### src/rtl/dac_writer_pkg.sv
// Shared definitions for the serial DAC writer: FSM state encodings, the default
// serial clock divider and the frame geometry of an MCP4921-class DAC.
package dac_writer_pkg;

    typedef enum logic [2:0] {
        DAC_IDLE,
        DAC_SHIFT,
        DAC_CS_HOLD,
        DAC_LDAC,
        DAC_GAP
    } dac_state_e;

    localparam int DAC_CLK_DIV   = 1;
    localparam int DAC_FRAME_LEN = 16;
    localparam int DAC_FIELD_LEN = 12;

endpackage

### src/rtl/dac_tick_gen.sv
// Clock divider producing a one-cycle tick every CLK_DIV+1 clk cycles.
// A synchronous clear holds the divider at zero so the first tick lands a full period later.
module dac_tick_gen #(
    parameter int CLK_DIV = 1
) (
    input  logic clk,
    input  logic rst_n,
    input  logic clear_i,
    output logic tick_o
);

    localparam int CW = (CLK_DIV < 1) ? 1 : $clog2(CLK_DIV + 1);

    logic [CW-1:0] div_q;
    logic [CW-1:0] div_d;
    logic          wrap;

    assign wrap   = (div_q == CW'(CLK_DIV));
    assign tick_o = wrap && !clear_i;

    always_comb begin
        div_d = div_q + CW'(1);
        if (clear_i || wrap) begin
            div_d = '0;
        end
    end

    always_ff @(posedge clk) begin
        if (!rst_n) begin
            div_q <= '0;
        end else begin
            div_q <= div_d;
        end
    end

endmodule

### src/rtl/dac_writer.sv
// Serial DAC transmitter: accepts a sample over valid/ready, shifts out a 16-bit MSB-first
// SPI frame, then strobes LDAC and waits a short gap before accepting again.
module dac_writer
    import dac_writer_pkg::*;
#(
    parameter int DAC_WIDTH   = 12,
    parameter int CLK_DIV     = DAC_CLK_DIV,
    parameter int GAP_TICKS   = 2,
    parameter bit DAC_CHANNEL = 1'b0,
    parameter bit DAC_BUF     = 1'b0,
    parameter bit DAC_GAIN1X  = 1'b1
) (
    input  logic                 clk,
    input  logic                 rst_n,
    input  logic [DAC_WIDTH-1:0] dac_value,
    input  logic                 dac_valid,
    input  logic                 dac_shdn_n,
    output logic                 dac_ready,
    output logic                 dac_clk,
    output logic                 dac_cs,
    output logic                 dac_sdi,
    output logic                 dac_ldac_n,
    output logic                 done
);

    localparam int GW = (GAP_TICKS < 1) ? 1 : $clog2(GAP_TICKS + 1);

    dac_state_e                 state_q, state_d;
    logic [DAC_FRAME_LEN-1:0]   frame_q, frame_d;
    logic [4:0]                 bitCnt_q, bitCnt_d;
    logic [GW-1:0]              gapCnt_q, gapCnt_d;
    logic                       ready_q, ready_d;
    logic                       clk_q, clk_d;
    logic                       cs_q, cs_d;
    logic                       sdi_q, sdi_d;
    logic                       ldac_q, ldac_d;
    logic                       done_q, done_d;
    logic                       tick;
    logic [DAC_FIELD_LEN-1:0]   justified;

    assign justified = DAC_FIELD_LEN'(dac_value) << (DAC_FIELD_LEN - DAC_WIDTH);

    dac_tick_gen #(
        .CLK_DIV (CLK_DIV)
    ) u_tick (
        .clk     (clk),
        .rst_n   (rst_n),
        .clear_i (state_q == DAC_IDLE),
        .tick_o  (tick)
    );

    // Even bit-counter values mark rising dac_clk ticks; odd ones fall and advance the data.
    always_comb begin
        state_d  = state_q;
        frame_d  = frame_q;
        bitCnt_d = bitCnt_q;
        gapCnt_d = gapCnt_q;
        ready_d  = ready_q;
        clk_d    = clk_q;
        cs_d     = cs_q;
        sdi_d    = sdi_q;
        ldac_d   = ldac_q;
        done_d   = 1'b0;
        case (state_q)
            DAC_IDLE: begin
                ready_d = 1'b1;
                if (dac_valid && ready_q) begin
                    frame_d  = {DAC_CHANNEL, DAC_BUF, DAC_GAIN1X, dac_shdn_n, justified};
                    ready_d  = 1'b0;
                    cs_d     = 1'b0;
                    sdi_d    = DAC_CHANNEL;
                    bitCnt_d = '0;
                    state_d  = DAC_SHIFT;
                end
            end
            DAC_SHIFT: begin
                if (tick) begin
                    bitCnt_d = bitCnt_q + 5'd1;
                    if (!bitCnt_q[0]) begin
                        clk_d = 1'b1;
                    end else begin
                        clk_d = 1'b0;
                        if (bitCnt_q == 5'd31) begin
                            state_d = DAC_CS_HOLD;
                        end else begin
                            sdi_d   = frame_q[DAC_FRAME_LEN-2];
                            frame_d = frame_q << 1;
                        end
                    end
                end
            end
            DAC_CS_HOLD: begin
                if (tick) begin
                    cs_d    = 1'b1;
                    state_d = DAC_LDAC;
                end
            end
            DAC_LDAC: begin
                if (tick) begin
                    if (ldac_q) begin
                        ldac_d = 1'b0;
                    end else begin
                        ldac_d   = 1'b1;
                        done_d   = 1'b1;
                        gapCnt_d = '0;
                        if (GAP_TICKS == 0) begin
                            ready_d = 1'b1;
                            state_d = DAC_IDLE;
                        end else begin
                            state_d = DAC_GAP;
                        end
                    end
                end
            end
            DAC_GAP: begin
                if (tick) begin
                    if (gapCnt_q == GW'(GAP_TICKS - 1)) begin
                        ready_d = 1'b1;
                        state_d = DAC_IDLE;
                    end else begin
                        gapCnt_d = gapCnt_q + GW'(1);
                    end
                end
            end
            default: begin
                state_d = DAC_IDLE;
            end
        endcase
    end

    always_ff @(posedge clk) begin
        if (!rst_n) begin
            state_q  <= DAC_IDLE;
            frame_q  <= '0;
            bitCnt_q <= '0;
            gapCnt_q <= '0;
            ready_q  <= 1'b0;
            clk_q    <= 1'b0;
            cs_q     <= 1'b1;
            sdi_q    <= 1'b0;
            ldac_q   <= 1'b1;
            done_q   <= 1'b0;
        end else begin
            state_q  <= state_d;
            frame_q  <= frame_d;
            bitCnt_q <= bitCnt_d;
            gapCnt_q <= gapCnt_d;
            ready_q  <= ready_d;
            clk_q    <= clk_d;
            cs_q     <= cs_d;
            sdi_q    <= sdi_d;
            ldac_q   <= ldac_d;
            done_q   <= done_d;
        end
    end

    assign dac_ready  = ready_q;
    assign dac_clk    = clk_q;
    assign dac_cs     = cs_q;
    assign dac_sdi    = sdi_q;
    assign dac_ldac_n = ldac_q;
    assign done       = done_q;

endmodule

### config.mk
export PLATFORM = sky130hd
export DESIGN_NAME = dac_writer
export DESIGN_NICKNAME = d
export VERILOG_FILES = /design/src/rtl/dac_writer_pkg.sv /design/src/rtl/dac_tick_gen.sv /design/src/rtl/dac_writer.sv
export SDC_FILE = /design/constraint.sdc
export NUM_CORES = 1
export LEC_CHECK = 0
export CORE_ASPECT_RATIO = 0.6
export CORE_MARGIN = 2
export CORE_UTILIZATION = 37
export DETAILED_ROUTE_END_ITERATION = 10
export SYNTH_ARGS = -nofsm -noshare
export SYNTH_HDL_FRONTEND = slang
export SYNTH_SLANG_ARGS = --single-unit
### constraint.sdc
create_clock -name clk -period 2.6 [get_ports clk]
set_clock_uncertainty 0.05 [all_clocks]
set_input_delay 0.78 -clock clk [delete_from_list [all_inputs] [get_ports clk]]
set_output_delay 0.78 -clock clk [all_outputs]
set_load 0.02 [all_outputs]
==> run_results.csv <==
group,metric,value,unit
run_status,status,"complete, no violations",
clock_tree,htreeDepth,2,
clock_tree,ctsResizeCount,0,
placement,numPortBuffers,21,
synth,ys_ff_latch,32,
detailed_routing,wl_per_cell,12.4,um
cells_and_area,drive_gt1_share,9.24,%
clock_tree,cts.sinks,32,
timing,hold_viol,0,
power_and_ir_drop,leakage,0.867,nW
critical_path,crit_path_top_delay_cell,"clkdlybuf4s50_1",
power_and_ir_drop,power_frac_seq,47.5,%
floorplan,fp.dieW,88.9,um
placement,hpwl,2170,um
clock_tree,cts_setup_buffers,0,
global_routing,grt_pass1_wl,4960,um
power_and_ir_drop,combPwrFrac,18.3,%
critical_path,crit_buf_inv,1,
timing,period_share,82.7,%
clock_tree,cts_tree,"built",
critical_path,critPathLaunchType,"register",
global_routing,grt_pass1_vias,1078,
synth,synth_top_area_share,40.1,%
synth,synth_cells,163,
placement,dp_slack,0.365,ns
synth,ys.flop_type,"dfxtp_1",
critical_path,max_stage_delay,0.64,ns
cells_and_area,fin_nets,203,
floorplan,initial_core_util,38.8,%
clock_tree,clk_transition_reported_paths,0.06,ns
timing,fin_tns_setup,0,ns
power_and_ir_drop,swShare,26.1,%
clock_tree,cts_root_buf,"clkbuf_8",
global_routing,grt_max_degree,18,
synth,synth.net_count,182,
synth,synth_edf_count,0,
clock_tree,cts_buffer_depth,2,
cells_and_area,final-instance-count-excl-fill,244,
synth,synthArstFlopShare,0,%
synth,yosys_warnings,0,
clock_tree,clk_latency,0.28,ns
min_path,hp-class,"reg2reg",
critical_path,critPathRequiredTime,1.77,ns
placement,place_inst,237,
timing,maxSlewViolCount,0,
global_routing,overflow,0,
global_routing,grt_antenna_before_repair,0,
detailed_routing,vias_per_cell,4.81,
power_and_ir_drop,p_per_area,617,nW/um^2
critical_path,crit_type,"reg2out",
critical_path,worstPathMaxFanout,5,
synth,avgSynthCellArea,9.81,um^2
floorplan,die-area,4880,um^2
power_and_ir_drop,vdd_drop_max,315,uV
critical_path,end_kind,"output port",
synth,synth.distinct_cells,40,
synth,synth_area_leaders,"dfxtp_1 (40%), mux2i_1 (11%), o211a_1 (8.8%), nand2_1 (5.4%), nor2b_1 (3.5%)",
floorplan,ios,22,
cells_and_area,antenna_cells,0,
critical_path,crit_chain,"clkdlybuf4s50_1",
detailed_routing,drt-pass1-iter-count,4,
floorplan,core_area,4120,um^2
critical_path,arrival,1.32,ns
clock_tree,hold_buffers,0,
detailed_routing,drcViolationCount,0,
timing,setup_viol,0,
power_and_ir_drop,p_switching,0.311,mW
detailed_routing,num_vias,1173,
floorplan,rows,18,
global_routing,track_usage,13.5,%
floorplan,die_height,54.9,um
synth,synth_top_cell_by_area,"dfxtp_1",
detailed_routing,wl,3030,um
critical_path,path_delay_family,"buffers and inverters",
timing,fin_crit,2.15,ns
synth,ys_seq_area_share,40.1,%
timing,setup_ws,0.451,ns
power_and_ir_drop,p_int,0.880,mW
flow_run,drv_cap,0,
detailed_routing,drtAntennaViolNets,0,
timing,relSlewSlack,71.4,%
timing,rsz0062_at_grt,"false",
clock_tree,cts_inserted_buffers,5,
placement,gp_congestion,0.750,
timing,worstMarginPinSlew,0.428,ns
cells_and_area,syn2layout_area_growth,20.7,%
synth,mappedNetlistArea,1600,um^2
power_and_ir_drop,clkPwrFrac,34.2,%
detailed_routing,drt-initial-drc-count,84,
timing,fmax,0.465,GHz
[flip-flops by register name, indices dropped and copies added, names as in the netlist, 2 cells and up]
register and cells:
state_q 3, bitCnt_q 5, gapCnt_q 2, frame_q 15
[power by group through the flow]
stage	Clock [mW]	Sequential, mW	Combinational (mW)
after floorplan	0	0.562	0.178
after CTS	0.421	0.565	0.219
final	0.408	0.566	0.217
after global placement	0	0.575	0.214
after detailed placement	0	0.576	0.218
after global routing	0.439	0.572	0.239
[layout make-up]
cell class,instances,area (um^2)
clock buffers,7,96.3
fillers,397,2190
inverters,6,22.5
multi-input cells,113,847
flip-flops and latches,32,641
well taps,60,75.1
repair buffers,26,248
[cells in the mapped netlist (all sizes together) (3+ instances only)]
| master | instances |
|---|---|
| and2 | 3 |
| buf | 9 |
| clkbuf | 3 |
| dfxtp | 32 |
| ha | 3 |
| inv | 6 |
| mux2i | 17 |
| nand2 | 23 |
| nand2b | 3 |
| nor2 | 6 |
| nor2b | 9 |
| o211a | 14 |
| o21ai | 3 |
| or3b | 3 |
[kinds of logic after synthesis]
family / synth area share, %
xor gates and xnor gates: 1.10
adders and majority gates: 2.35
and+or+nand+nor: 19.5
buffers and inverters: 6.96
DFF: 40.1
AOI/OAI and AO/OA: 19.4
muxes: 10.6
[cells in the final DEF (no fill, tap or decap), types with 2 or more instances in the layout]
| cell type | instances |
|---|---|
| a21oi_1 | 2 |
| a22oi_1 | 2 |
| and2_1 | 3 |
| and3_1 | 2 |
| buf_4 | 5 |
| clkbuf_8 | 7 |
| clkdlybuf4s50_1 | 21 |
| dfxtp_1 | 32 |
| ha_1 | 3 |
| inv_1 | 6 |
| mux2i_1 | 17 |
| nand2_1 | 23 |
| nand2b_1 | 3 |
| nor2_1 | 6 |
| nor2b_1 | 9 |
| nor3_1 | 2 |
| o211a_1 | 14 |
| o211ai_1 | 2 |
| o21ai_0 | 3 |
| or3b_1 | 2 |
| xor2_1 | 2 |
[metal layers]
metal / track usage (%) / routed length [um] / up-vias
met4: 6.06 / 38 / 0
met1: 19.6 / 1690 / 534
met2: 18.4 / 1210 / 16
li1: - / - / 618
met3: 4.01 / 88 / 5
met5: 0 / 0 / -
[through the flow]
| step | power, mW | hold slack [ns] | area [um^2] | util [%] |
|---|---|---|---|---|
| 2_1_floorplan | 0.740 | 0.388 | 1600 | - |
| 3_3_place_gp | 0.789 | 0.396 | 1830 | 44.5 |
| 3_5_place_dp | 0.794 | 0.418 | 1830 | 44.5 |
| 4_1_cts | 1.21 | 0.427 | 1930 | 46.8 |
| 5_1_grt | 1.25 | 0.459 | 1930 | 46.8 |
| 6_report | 1.19 | 0.421 | 1930 | 46.8 |
[worst paths after layout]
check	end	cells past startpoint	start	slack (ns)
max	dac_ldac_n	1	dac_ldac_n	0.45
min	gapCnt_q[1]	2	gapCnt_q[1]	0.42
max reg2reg	frame_q[0]	8	bitCnt_q[0]	0.65
min reg2reg	gapCnt_q[1]	2	gapCnt_q[1]	0.42
No activity file was read; power rests on OpenSTA's default activity.
